--- config.mk ---
export PLATFORM = sky130hd
export DESIGN_NAME = hd44780_ctrl
export DESIGN_NICKNAME = d
export VERILOG_FILES = /design/src/rtl/hd44780_pkg.sv /design/src/rtl/hd44780_us_tick.sv /design/src/rtl/hd44780_ctrl.sv
export SDC_FILE = /design/constraint.sdc
export NUM_CORES = 1
export LEC_CHECK = 0
export CAP_MARGIN = 15
export CORE_ASPECT_RATIO = 0.75
export CORE_MARGIN = 2
export CORE_UTILIZATION = 31
export CTS_BUF_LIST = sky130_fd_sc_hd__clkbuf_4 sky130_fd_sc_hd__clkbuf_8
export CTS_CLUSTER_DIAMETER = 80
export DETAILED_ROUTE_END_ITERATION = 10
export PLACE_DENSITY = 0.54
export SKIP_CTS_REPAIR_TIMING = 1
export SKIP_LAST_GASP = 1
export SLEW_MARGIN = 20
export SYNTH_ARGS = -nofsm -noshare
export SYNTH_HDL_FRONTEND = slang
export SYNTH_SLANG_ARGS = --single-unit
--- constraint.sdc ---
create_clock -name clk -period 3.1 [get_ports clk]
set_input_delay 0.465 -clock clk [delete_from_list [all_inputs] [get_ports clk]]
set_output_delay 0.465 -clock clk [all_outputs]
set_load 0.05 [all_outputs]
--- src/rtl/hd44780_pkg.sv ---
// rtl/hd44780_pkg.sv - shared states, instruction codes and timing constants for the HD44780 controller
package hd44780_pkg;

   typedef enum logic [2:0] {
      PWR_WAIT,
      INIT_LOAD,
      SETUP,
      E_HIGH,
      E_LOW,
      EXEC_WAIT,
      IDLE
   } state_t;

   localparam logic [7:0] CLEAR    = 8'h01;
   localparam logic [7:0] HOME     = 8'h02;
   localparam logic [7:0] ENTRY    = 8'h06;
   localparam logic [7:0] DISP_ON  = 8'h0C;
   localparam logic [7:0] DISP_OFF = 8'h08;
   localparam logic [7:0] FUNC_4B  = 8'h20;
   localparam logic [7:0] FUNC_8B  = 8'h30;
   localparam logic [7:0] N_BIT    = 8'h08;

   localparam logic [13:0] T_EXEC_US  = 14'd40;
   localparam logic [13:0] T_CLEAR_US = 14'd1640;
   localparam logic [13:0] T_INIT1_US = 14'd4100;
   localparam logic [13:0] T_INIT_US  = 14'd100;

   typedef struct packed {
      logic        nibble_only;
      logic [7:0]  data;
      logic [13:0] wait_us;
   } init_entry_t;

   // Clear/home (and 0x03, which decodes as home) need the long execution time.
   function automatic logic [13:0] exec_wait(input logic rs, input logic [7:0] data);
      return (!rs && (data == CLEAR || data == HOME || data == 8'h03)) ? T_CLEAR_US : T_EXEC_US;
   endfunction

endpackage

--- src/rtl/hd44780_us_tick.sv ---
// rtl/hd44780_us_tick.sv - one-clock pulse every microsecond derived from the system clock
module hd44780_us_tick #(
   parameter int CLK_HZ = 27_000_000
) (
   input  logic clk,
   input  logic rst,
   output logic tick
);

   localparam int DIV = CLK_HZ / 1_000_000;
   localparam int CW  = (DIV > 1) ? $clog2(DIV) : 1;

   logic [CW-1:0] cnt;

   generate
      if (CLK_HZ < 1_000_000) begin : g_bad_clk
         $error("hd44780_us_tick: CLK_HZ must be at least 1 MHz");
      end
   endgenerate

   always_ff @(posedge clk or negedge rst) begin
      if (!rst) begin
         cnt  <= '0;
         tick <= 1'b0;
      end else if (cnt == CW'(DIV - 1)) begin
         cnt  <= '0;
         tick <= 1'b1;
      end else begin
         cnt  <= cnt + 1'b1;
         tick <= 1'b0;
      end
   end

endmodule

--- src/rtl/hd44780_ctrl.sv ---
// rtl/hd44780_ctrl.sv - HD44780 LCD controller: power-on init, then byte writes over valid/ready
module hd44780_ctrl
   import hd44780_pkg::*;
#(
   parameter int CLK_HZ     = 27_000_000,
   parameter int BUS_WIDTH  = 4,
   parameter int LINES      = 2,
   parameter int POWERUP_US = 15000
) (
   input  logic                 clk,
   input  logic                 rst,
   input  logic                 cmd_valid,
   output logic                 cmd_ready,
   input  logic                 cmd_rs,
   input  logic [7:0]           cmd_data,
   output logic                 busy,
   output logic                 e,
   output logic                 rs,
   output logic [BUS_WIDTH-1:0] db
);

   localparam logic [3:0]  INIT_LAST = (BUS_WIDTH == 8) ? 4'd7 : 4'd8;
   localparam logic [7:0]  FUNC_SET  = ((BUS_WIDTH == 8) ? FUNC_8B : FUNC_4B) | ((LINES == 2) ? N_BIT : 8'h00);
   localparam logic [13:0] PWR_LOAD  = 14'(POWERUP_US - 1);

   generate
      if (BUS_WIDTH != 4 && BUS_WIDTH != 8) begin : g_bad_bus
         $error("hd44780_ctrl: BUS_WIDTH must be 4 or 8");
      end
   endgenerate

   // 8-bit mode skips the 0x2 nibble entry, so indices from 3 up shift by one.
   function automatic init_entry_t init_rom(input logic [3:0] idx);
      logic [3:0]  k;
      init_entry_t ent;
      k = (BUS_WIDTH == 8 && idx >= 4'd3) ? idx + 4'd1 : idx;
      case (k)
         4'd0:       ent = '{1'b0, FUNC_8B,  T_INIT1_US};
         4'd1, 4'd2: ent = '{1'b0, FUNC_8B,  T_INIT_US};
         4'd3:       ent = '{1'b0, FUNC_4B,  T_INIT_US};
         4'd4:       ent = '{1'b0, FUNC_SET, T_EXEC_US};
         4'd5:       ent = '{1'b0, DISP_OFF, T_EXEC_US};
         4'd6:       ent = '{1'b0, CLEAR,    T_CLEAR_US};
         4'd7:       ent = '{1'b0, ENTRY,    T_EXEC_US};
         default:    ent = '{1'b0, DISP_ON,  T_EXEC_US};
      endcase
      ent.nibble_only = (BUS_WIDTH == 4) && (k < 4'd4);
      return ent;
   endfunction

   function automatic logic [7:0] bus_word(input logic [7:0] data, input logic low);
      if (BUS_WIDTH == 8) return data;
      return {4'h0, low ? data[3:0] : data[7:4]};
   endfunction

   state_t      state, state_n;
   logic [3:0]  idx, idx_n;
   logic        init_mode, init_mode_n;
   logic        cur_rs, cur_rs_n;
   logic [7:0]  cur_data, cur_data_n;
   logic        nib_only, nib_only_n;
   logic        low, low_n;
   logic [13:0] cur_wait, cur_wait_n;
   logic [13:0] dly, dly_n;
   logic        e_n, rs_n, cmd_ready_n;
   logic [7:0]  word_n;
   logic [BUS_WIDTH-1:0] db_n;
   logic        tick;
   init_entry_t rom;

   hd44780_us_tick #(.CLK_HZ(CLK_HZ)) u_tick (
      .clk  (clk),
      .rst  (rst),
      .tick (tick)
   );

   assign rom  = init_rom(idx);
   assign busy = !cmd_ready;

   always_comb begin
      state_n     = state;
      idx_n       = idx;
      init_mode_n = init_mode;
      cur_rs_n    = cur_rs;
      cur_data_n  = cur_data;
      nib_only_n  = nib_only;
      low_n       = low;
      cur_wait_n  = cur_wait;
      dly_n       = dly;
      case (state)
         PWR_WAIT: if (tick) begin
            if (dly == '0) begin
               state_n = INIT_LOAD;
               idx_n   = '0;
            end else begin
               dly_n = dly - 1'b1;
            end
         end
         INIT_LOAD: begin
            cur_rs_n   = 1'b0;
            cur_data_n = rom.data;
            nib_only_n = rom.nibble_only;
            cur_wait_n = rom.wait_us;
            low_n      = 1'b0;
            state_n    = SETUP;
         end
         SETUP:  if (tick) state_n = E_HIGH;
         E_HIGH: if (tick) state_n = E_LOW;
         E_LOW: if (tick) begin
            if (BUS_WIDTH == 4 && !nib_only && !low) begin
               low_n   = 1'b1;
               state_n = SETUP;
            end else begin
               dly_n   = cur_wait - 1'b1;
               state_n = EXEC_WAIT;
            end
         end
         EXEC_WAIT: if (tick) begin
            if (dly != '0) begin
               dly_n = dly - 1'b1;
            end else if (init_mode && idx != INIT_LAST) begin
               idx_n   = idx + 1'b1;
               state_n = INIT_LOAD;
            end else begin
               init_mode_n = 1'b0;
               state_n     = IDLE;
            end
         end
         IDLE: if (cmd_valid && cmd_ready) begin
            cur_rs_n   = cmd_rs;
            cur_data_n = cmd_data;
            nib_only_n = 1'b0;
            low_n      = 1'b0;
            cur_wait_n = exec_wait(cmd_rs, cmd_data);
            state_n    = SETUP;
         end
         default: state_n = PWR_WAIT;
      endcase

      // Pin values are decided from the next state so every output comes straight off a flop.
      e_n         = (state_n == E_HIGH);
      cmd_ready_n = (state_n == IDLE);
      rs_n        = rs;
      word_n      = '0;
      db_n        = db;
      if (state_n == SETUP) begin
         rs_n   = cur_rs_n;
         word_n = bus_word(cur_data_n, low_n);
         db_n   = word_n[BUS_WIDTH-1:0];
      end
   end

   always_ff @(posedge clk or negedge rst) begin
      if (!rst) begin
         state     <= PWR_WAIT;
         idx       <= '0;
         init_mode <= 1'b1;
         cur_rs    <= 1'b0;
         cur_data  <= '0;
         nib_only  <= 1'b0;
         low       <= 1'b0;
         cur_wait  <= '0;
         dly       <= PWR_LOAD;
         e         <= 1'b0;
         rs        <= 1'b0;
         db        <= '0;
         cmd_ready <= 1'b0;
      end else begin
         state     <= state_n;
         idx       <= idx_n;
         init_mode <= init_mode_n;
         cur_rs    <= cur_rs_n;
         cur_data  <= cur_data_n;
         nib_only  <= nib_only_n;
         low       <= low_n;
         cur_wait  <= cur_wait_n;
         dly       <= dly_n;
         e         <= e_n;
         rs        <= rs_n;
         db        <= db_n;
         cmd_ready <= cmd_ready_n;
      end
   end

endmodule

==> results of run 1 <==
## cells by family after synthesis
kind of cell | after synthesis | synth area share (%)
muxes | 11 | 4.15
adders and majority gates | 9 | 3.89
and+or+nand+nor | 112 | 20.8
buffers and inverters | 29 | 3.89
xor gates and xnor gates | 7 | 2.12
AOI/OAI and AO/OA | 84 | 19.7
DFF | 52 | 45.4
## state kept, by name, indices dropped and copies added (netlist names), 3 cells and up
register	flops
dly	14
cur_data	8
u_tick.cnt	5
idx	4
state	3
db	4
cur_wait	6
## cells in the mapped netlist, types with 4 or more instances
library cell   n  area, sq um
nor2b_1        6         37.5
a221o_1        5         50.1
nand2b_1       4         25.0
ha_1           9          113
clkbuf_1      10         37.5
dfrtp_1       42         1050
a21oi_1       14         70.1
inv_1         14         52.6
nand3_1       10         50.1
nand2_1       29          109
and2_1         6         37.5
dfstp_2       10          263
nor3_1        11         55.1
nand4_1        4         25.0
mux2_2         8         90.1
a22o_1         4         35.0
xor2_1         5         43.8
nor2_1        21         78.8
o21ai_0       24          120
## worst max-delay path by stage
stage / depth (start not counted) / endpoint / slack [ns]
finish: 5 / dly[12] / 0.40
floorplan: 5 / db[0] / 0.81
CTS: 5 / dly[12] / 0.38
detailed placement: 5 / dly[12] / 0.40
global placement: 5 / dly[12] / 0.60
global route: 5 / dly[12] / 0.15
## routing by layer
layer  GRT usage (%)  wire, um  vias to the layer above
met4            2.74        17                        0
met5               0         0                        -
met2            19.2      2740                       47
met1            22.9      3690                     1085
li1                -         -                     1136
met3            2.28       183                        3
## final cells by class
cell class                 count  area [sq um]  area share (%)
clock inverter                 2          35.0            1.06
multi-input combinational    223          1470            44.2
clock buffer                   6          76.3            2.30
inverter                      14          52.6            1.58
tap                          128           160            4.82
timing repair buffer          23           215            6.48
sequential                    52          1310            39.6
## worst max-delay path, cell delays in order (launching register included)
cell and delay (ns):
dfrtp_1 0.57, or3b_2 0.68, nor4b_1 0.64, o221ai_1 0.28, a221oi_1 0.33, o22ai_1 0.12
## power by group
| group | total [mW] | internal (mW) | switching (mW) |
|---|---|---|---|
| combinational | 0.0308 | 0.0129 | 0.0179 |
| sequential | 0.678 | 0.678 | 0 |
| clock | 0.463 | 0.249 | 0.214 |
| total | 1.17 | 0.940 | 0.232 |
## stage by stage
step | hold WS (ns) | instance area [sq um] | utilization [%]
6_report | 0.162 | 3320 | 36.7
5_1_grt | 0.192 | 3320 | 36.7
4_1_cts | 0.179 | 3320 | 36.7
3_5_place_dp | 0.479 | 3210 | 35.5
3_3_place_gp | 0.476 | 3210 | 35.5
2_1_floorplan | 0.169 | 2890 | -
==> results by group, run 1 <==
Outcome
  • Status: completed

Layout
  • Area growth syn-to-layout: 14.7%
  • Commonest non-fill, non-tap cell in the layout: dfrtp_1
  • Commonest cells after routing, fill and taps aside: dfrtp_1 (42), nand2_1 (29), o21ai_0 (24), nor2_1 (21), clkdlybuf4s50_1 (18)
  • Ant diodes: 0
  • Fill cells: 914
  • Non-Filler Instances: approximately 450
  • Layout cells sized above 1: a little under an eighth
  • Final net count: 340

Min path
  • Worst Hold Class: input port to async pin

CTS
  • H-tree depth: 2
  • CTS root buffer: clkbuf_8
  • Clock Path Buffers: 2
  • Clock Latency Late Sink: around 0.3 ns
  • Cts bufs inserted: 5
  • Worst-path clk slew: 0.09 ns
  • CTS tree: done
  • Sink Count: between 50 and 60

Place
  • Number of port buffers: 19
  • Post-DP HPWL: between 4000 and 5000 um
  • Placement Setup Slack: between 0.3 and 0.4 ns
  • Placer Congestion: between 0.8 and 0.9
  • Placed insts: 440

Global route
  • Number of antenna violations at the first check in global routing: 0
  • Largest net degree at the start of global routing: 28
  • Vias in the first global route: roughly 2100
  • Grt ovf: 0
  • First-pass GRT wire length: between 10000 and 15000 um
  • Total global-route track usage: between 10% and 20%

Floorplanning
  • Core Area: 9050 sq um
  • Die area: a little over 10000 sq um
  • Die span in x: around 120 um
  • Chip height: between 80 and 90 um
  • Row cnt: 30
  • Initial Utilization: a little under a third
  • Ports: 20

Yosys
  • Synth Area per Inst: between 9 and 10 sq um
  • Sequential share of the synthesized area: roughly 45%
  • Synth Register Bits: 52
  • Distinct cell type count after synthesis: 57
  • Fraction of registers with async set/reset: 100%
  • Warnings, synthesis: 0
  • Syn_nets: 325
  • Main flop type after synthesis: dfrtp_1
  • Post-Syn Area: between 2000 and 3000 sq um
  • Post-synth EDFFs: 0
  • Cells after Synth: ~300

Routing
  • Iter 0 DRT Violations: about 210
  • Vias per cell: a little over 5
  • Post-DR wirelength/cell: about 15 um
  • DRC errors left: 0
  • Vias: around 2300
  • Routed WL: around 6600 um
  • DRT Pass-1 Iters: 4
  • ANT nets after route: 0

STA
  • Max-slew violation count: 0
  • Final Hold Viols: 0
  • TNS Setup: 0 ns
  • Max Clk Rate: ~370 MHz
  • Min cycle time layout: 2.70 ns
  • Final setup violation count: 0
  • Clock Skews: 0.00597 ns
  • RSZ-0062 raised after global routing: false
  • Worst-margin pin slew: between 0.9 and 1 ns
  • Setup WS post-layout: 0.400 ns
  • Relative slew slack: a little over a third
  • Tcrit/Tclk final: between 80% and 90%

Worst setup path
  • Launching element type of the critical path: register
  • RR Endpoint: dly[12]
  • Largest driver fanout on the critical path: 20
  • Crit. Startpoint: state[2]
  • Critical path class: register to register
  • RR Startpoint: state[2]
  • R2R depth: 5
  • Reg-to-reg setup timing slack: 0.40 ns
  • Critical Path RT: 3.32 ns
  • Critical path endpoint category: register
  • Crit path DAT: between 2 and 3 ns

Pwr
  • Leak: roughly 1.3 nW
  • Max IR drop VDD: 164 uV
  • Total power: around 1.2 mW
  • Pwr per Cell Area: about 350 nW/um^2

Job
  • Max Cap Violations: 0
(Power assumes the default switching activity.)
==> run 2: changes to the inputs <==
CORE_MARGIN = unset   (was 2)
==> run 2 against run 1 <==
Critical path depth up 2. Wire length grew 4.8%. Cell count up 0.22%. First-iteration DRC count shrank 3.8%. Sequential share of layout area down 0.12 points. Clock skew increased by 0.0056 ns. Global-route usage rose by 1.7 points. Core utilization up 0.11 points. Setup slack improved by 0.028 ns. Maximum frequency up 1.0%. Largest cell class unchanged.
==> results by group, run 2 (synthesized netlist as in run 1, its figures left out) <==
Layout
  • Commonest non-fill, non-tap cell in the layout: dfrtp_1
  • Top Registers: dly x14, cur_data x8, cur_wait x6
  • Area growth syn-to-layout: 15.1%
  • Post-Layout Inst Area: 3330 sq um (+0.30%)
  • Final net count: 341 (+0.29%)
  • Max reg flops: 14 (unchanged)
  • Commonest cells after routing, fill and taps aside: dfrtp_1 (42), nand2_1 (29), o21ai_0 (24), nor2_1 (21), clkdlybuf4s50_1 (18)
  • Layout cells sized above 1: 11.8% (+0.28 points)
  • Ant diodes: 0 (unchanged)
  • Biggest register: dly

Worst setup path
  • CP cell instances: or3b_2 > nand2_1 > ha_1 > nor4b_1 > o21ai_0 > a21oi_1 > nor2_1
  • Worst path top cell family by delay: simple AND/OR/NAND/NOR gates
  • Crit path buffers/inverters: 0 (unchanged)
  • Crit path DAT: 2.89 ns (-0.03 ns)
  • Critical path endpoint category: register
  • CP max-delay cell: or3b_2
  • Critical path class: register to register
  • Critical Path RT: 3.32 ns (about the same)
  • Largest driver fanout on the critical path: 20 (unchanged)
  • Worst path max stage delay: 0.69 ns (about the same)
  • Launching element type of the critical path: register

CTS
  • Clock Path Buffers: 2 (unchanged)
  • CTS tree: done
  • Sink Count: 52 (unchanged)
  • Worst-path clk slew: 0.10 ns (about the same)
  • Cts bufs inserted: 5 (unchanged)
  • Clock Latency Late Sink: 0.32 ns (+0.02 ns)
  • CTS root buffer: clkbuf_8
  • H-tree depth: 2 (unchanged)

Pwr
  • Max IR drop VDD: 188 uV (+15%)
  • Pwr per Cell Area: 356 nW/um^2 (+0.85%)
  • Leak: 1.32 nW (about the same)

Global route
  • Number of antenna violations at the first check in global routing: 0 (unchanged)
  • First-pass GRT wire length: 11700 um (+4.6%)
  • GRT met3 Usage: 3.96% (+1.7 points)
  • Busiest grt layer: met1
  • GR Util met2: 19.3% (+0.099 points)
  • Largest net degree at the start of global routing: 48 (+71%)
  • Total global-route track usage: 15.7% (+1.7 points)
  • Met1 Track Usage GR: 25.8% (+3.0 points)
  • Vias in the first global route: 2172 (+1.4%)
  • Grt ovf: 0 (unchanged)

Routing
  • ANT nets after route: 0 (unchanged)
  • Post-DR wirelength/cell: 15.5 um (+4.6%)
  • DRC errors left: 0 (unchanged)
  • Iter 0 DRT Violations: 201 (-3.8%)
  • DRT Pass-1 Iters: 4 (unchanged)
  • Vias per cell: 5.21 (+2.8%)
  • Vias: 2339 (+3.0%)
  • Routed WL: 6950 um (+4.8%)

STA
  • Final Hold Viols: 0 (unchanged)
  • Tcrit/Tclk final: 86.2% (-0.90 points)
  • Relative slew slack: 39.5% (+2.9 points)
  • Clock Skews: 0.0116 ns (+0.00562 ns)
  • Max-slew violation count: 0 (unchanged)
  • TNS Setup: 0 ns (unchanged)
  • RSZ-0062 raised after global routing: false
  • Final setup violation count: 0 (unchanged)
  • Worst-margin pin slew: 0.895 ns (-0.0429 ns)
  • Min cycle time layout: 2.67 ns (-0.0280 ns)
  • Max Clk Rate: 374 MHz (+1.0%)

Floorplanning
  • Initial Utilization: 32.0% (unchanged)
  • Core Area: 9050 sq um (unchanged)
  • Chip height: 85.7 um (-2.3%)
  • Die span in x: 114 um (-1.7%)
  • Die area: 9730 sq um (-4.0%)
  • Row cnt: 30 (unchanged)
  • Ports: 20 (unchanged)

Place
  • Number of port buffers: 19 (unchanged)
  • Placer Congestion: 0.835 (-4.0%)
  • Post-DP HPWL: 5000 um (+0.95%)
  • Cell Area, Placed: 3220 sq um (+0.23%)

Outcome
  • Status: completed

Job
  • Max Cap Violations: 0 (unchanged)

Min path
  • Worst Hold Class: input port to async pin
run 2: path summary, 6_finish.rpt:
kind / slack [ns] / cells after the start / start / end
max: 0.43 / 7 / state[2] / dly[6]
min: 0.13 / 1 / rst / dly[3]
max reg2reg: 0.43 / 7 / state[2] / dly[6]
min reg2reg: 0.48 / 2 / dly[7] / dly[7]
max in group asynchronous: 2.31 / 2 / rst / dly[9]
min in group clk: 0.48 / 2 / dly[7] / dly[7]
run 2: stage by stage:
stage	total power, mW	setup WS [ns]	instances	util [%]	hold WS (ns)
3_3_place_gp	0.725	0.576	441	35.6	0.465
5_1_grt	1.24	0.279	449	36.8	0.205
6_report	1.19	0.428	449	36.8	0.135
4_1_cts	1.21	0.465	449	36.8	0.373
2_1_floorplan	0.692	0.808	304	-	0.169
3_5_place_dp	0.724	0.457	441	35.6	0.469
run 2: cell type report:
class                   count  area [sq um]
clock buffers               5          68.8
clock inverters             3          42.5
fillers                   908          5720
inverters                  14          52.6
multi-input cells         223          1470
flip-flops and latches     52          1310
well taps                 128           160
repair buffers             24           225
run 2: worst reg2reg max path: stages (launching register included):
cell,delay [ns]
dfrtp_1,0.59
or3b_2,0.69
nand2_1,0.15
ha_1,0.43
nor4b_1,0.36
o21ai_0,0.16
a21oi_1,0.14
nor2_1,0.05
run 2: metal layers:
| layer | vias up | wire length [um] |
|---|---|---|
| li1 | 1139 | - |
| met1 | 1145 | 3990 |
| met2 | 43 | 2590 |
| met3 | 12 | 288 |
| met4 | 0 | 80 |
| met5 | - | 0 |
run 2: report_power, final:
group,internal (mW),switching [mW]
Clock,0.239,0.236
Sequential,0.678,0
Combinational,0.0140,0.0178
==> run 3: changes to the inputs <==
ABC_CLOCK_PERIOD_IN_PS = 3100   (was unset)
CTS_CLUSTER_DIAMETER = unset   (was 80)
==> results of run 3 <==
Final layout, timing and power as in run 2 (identical DEF).
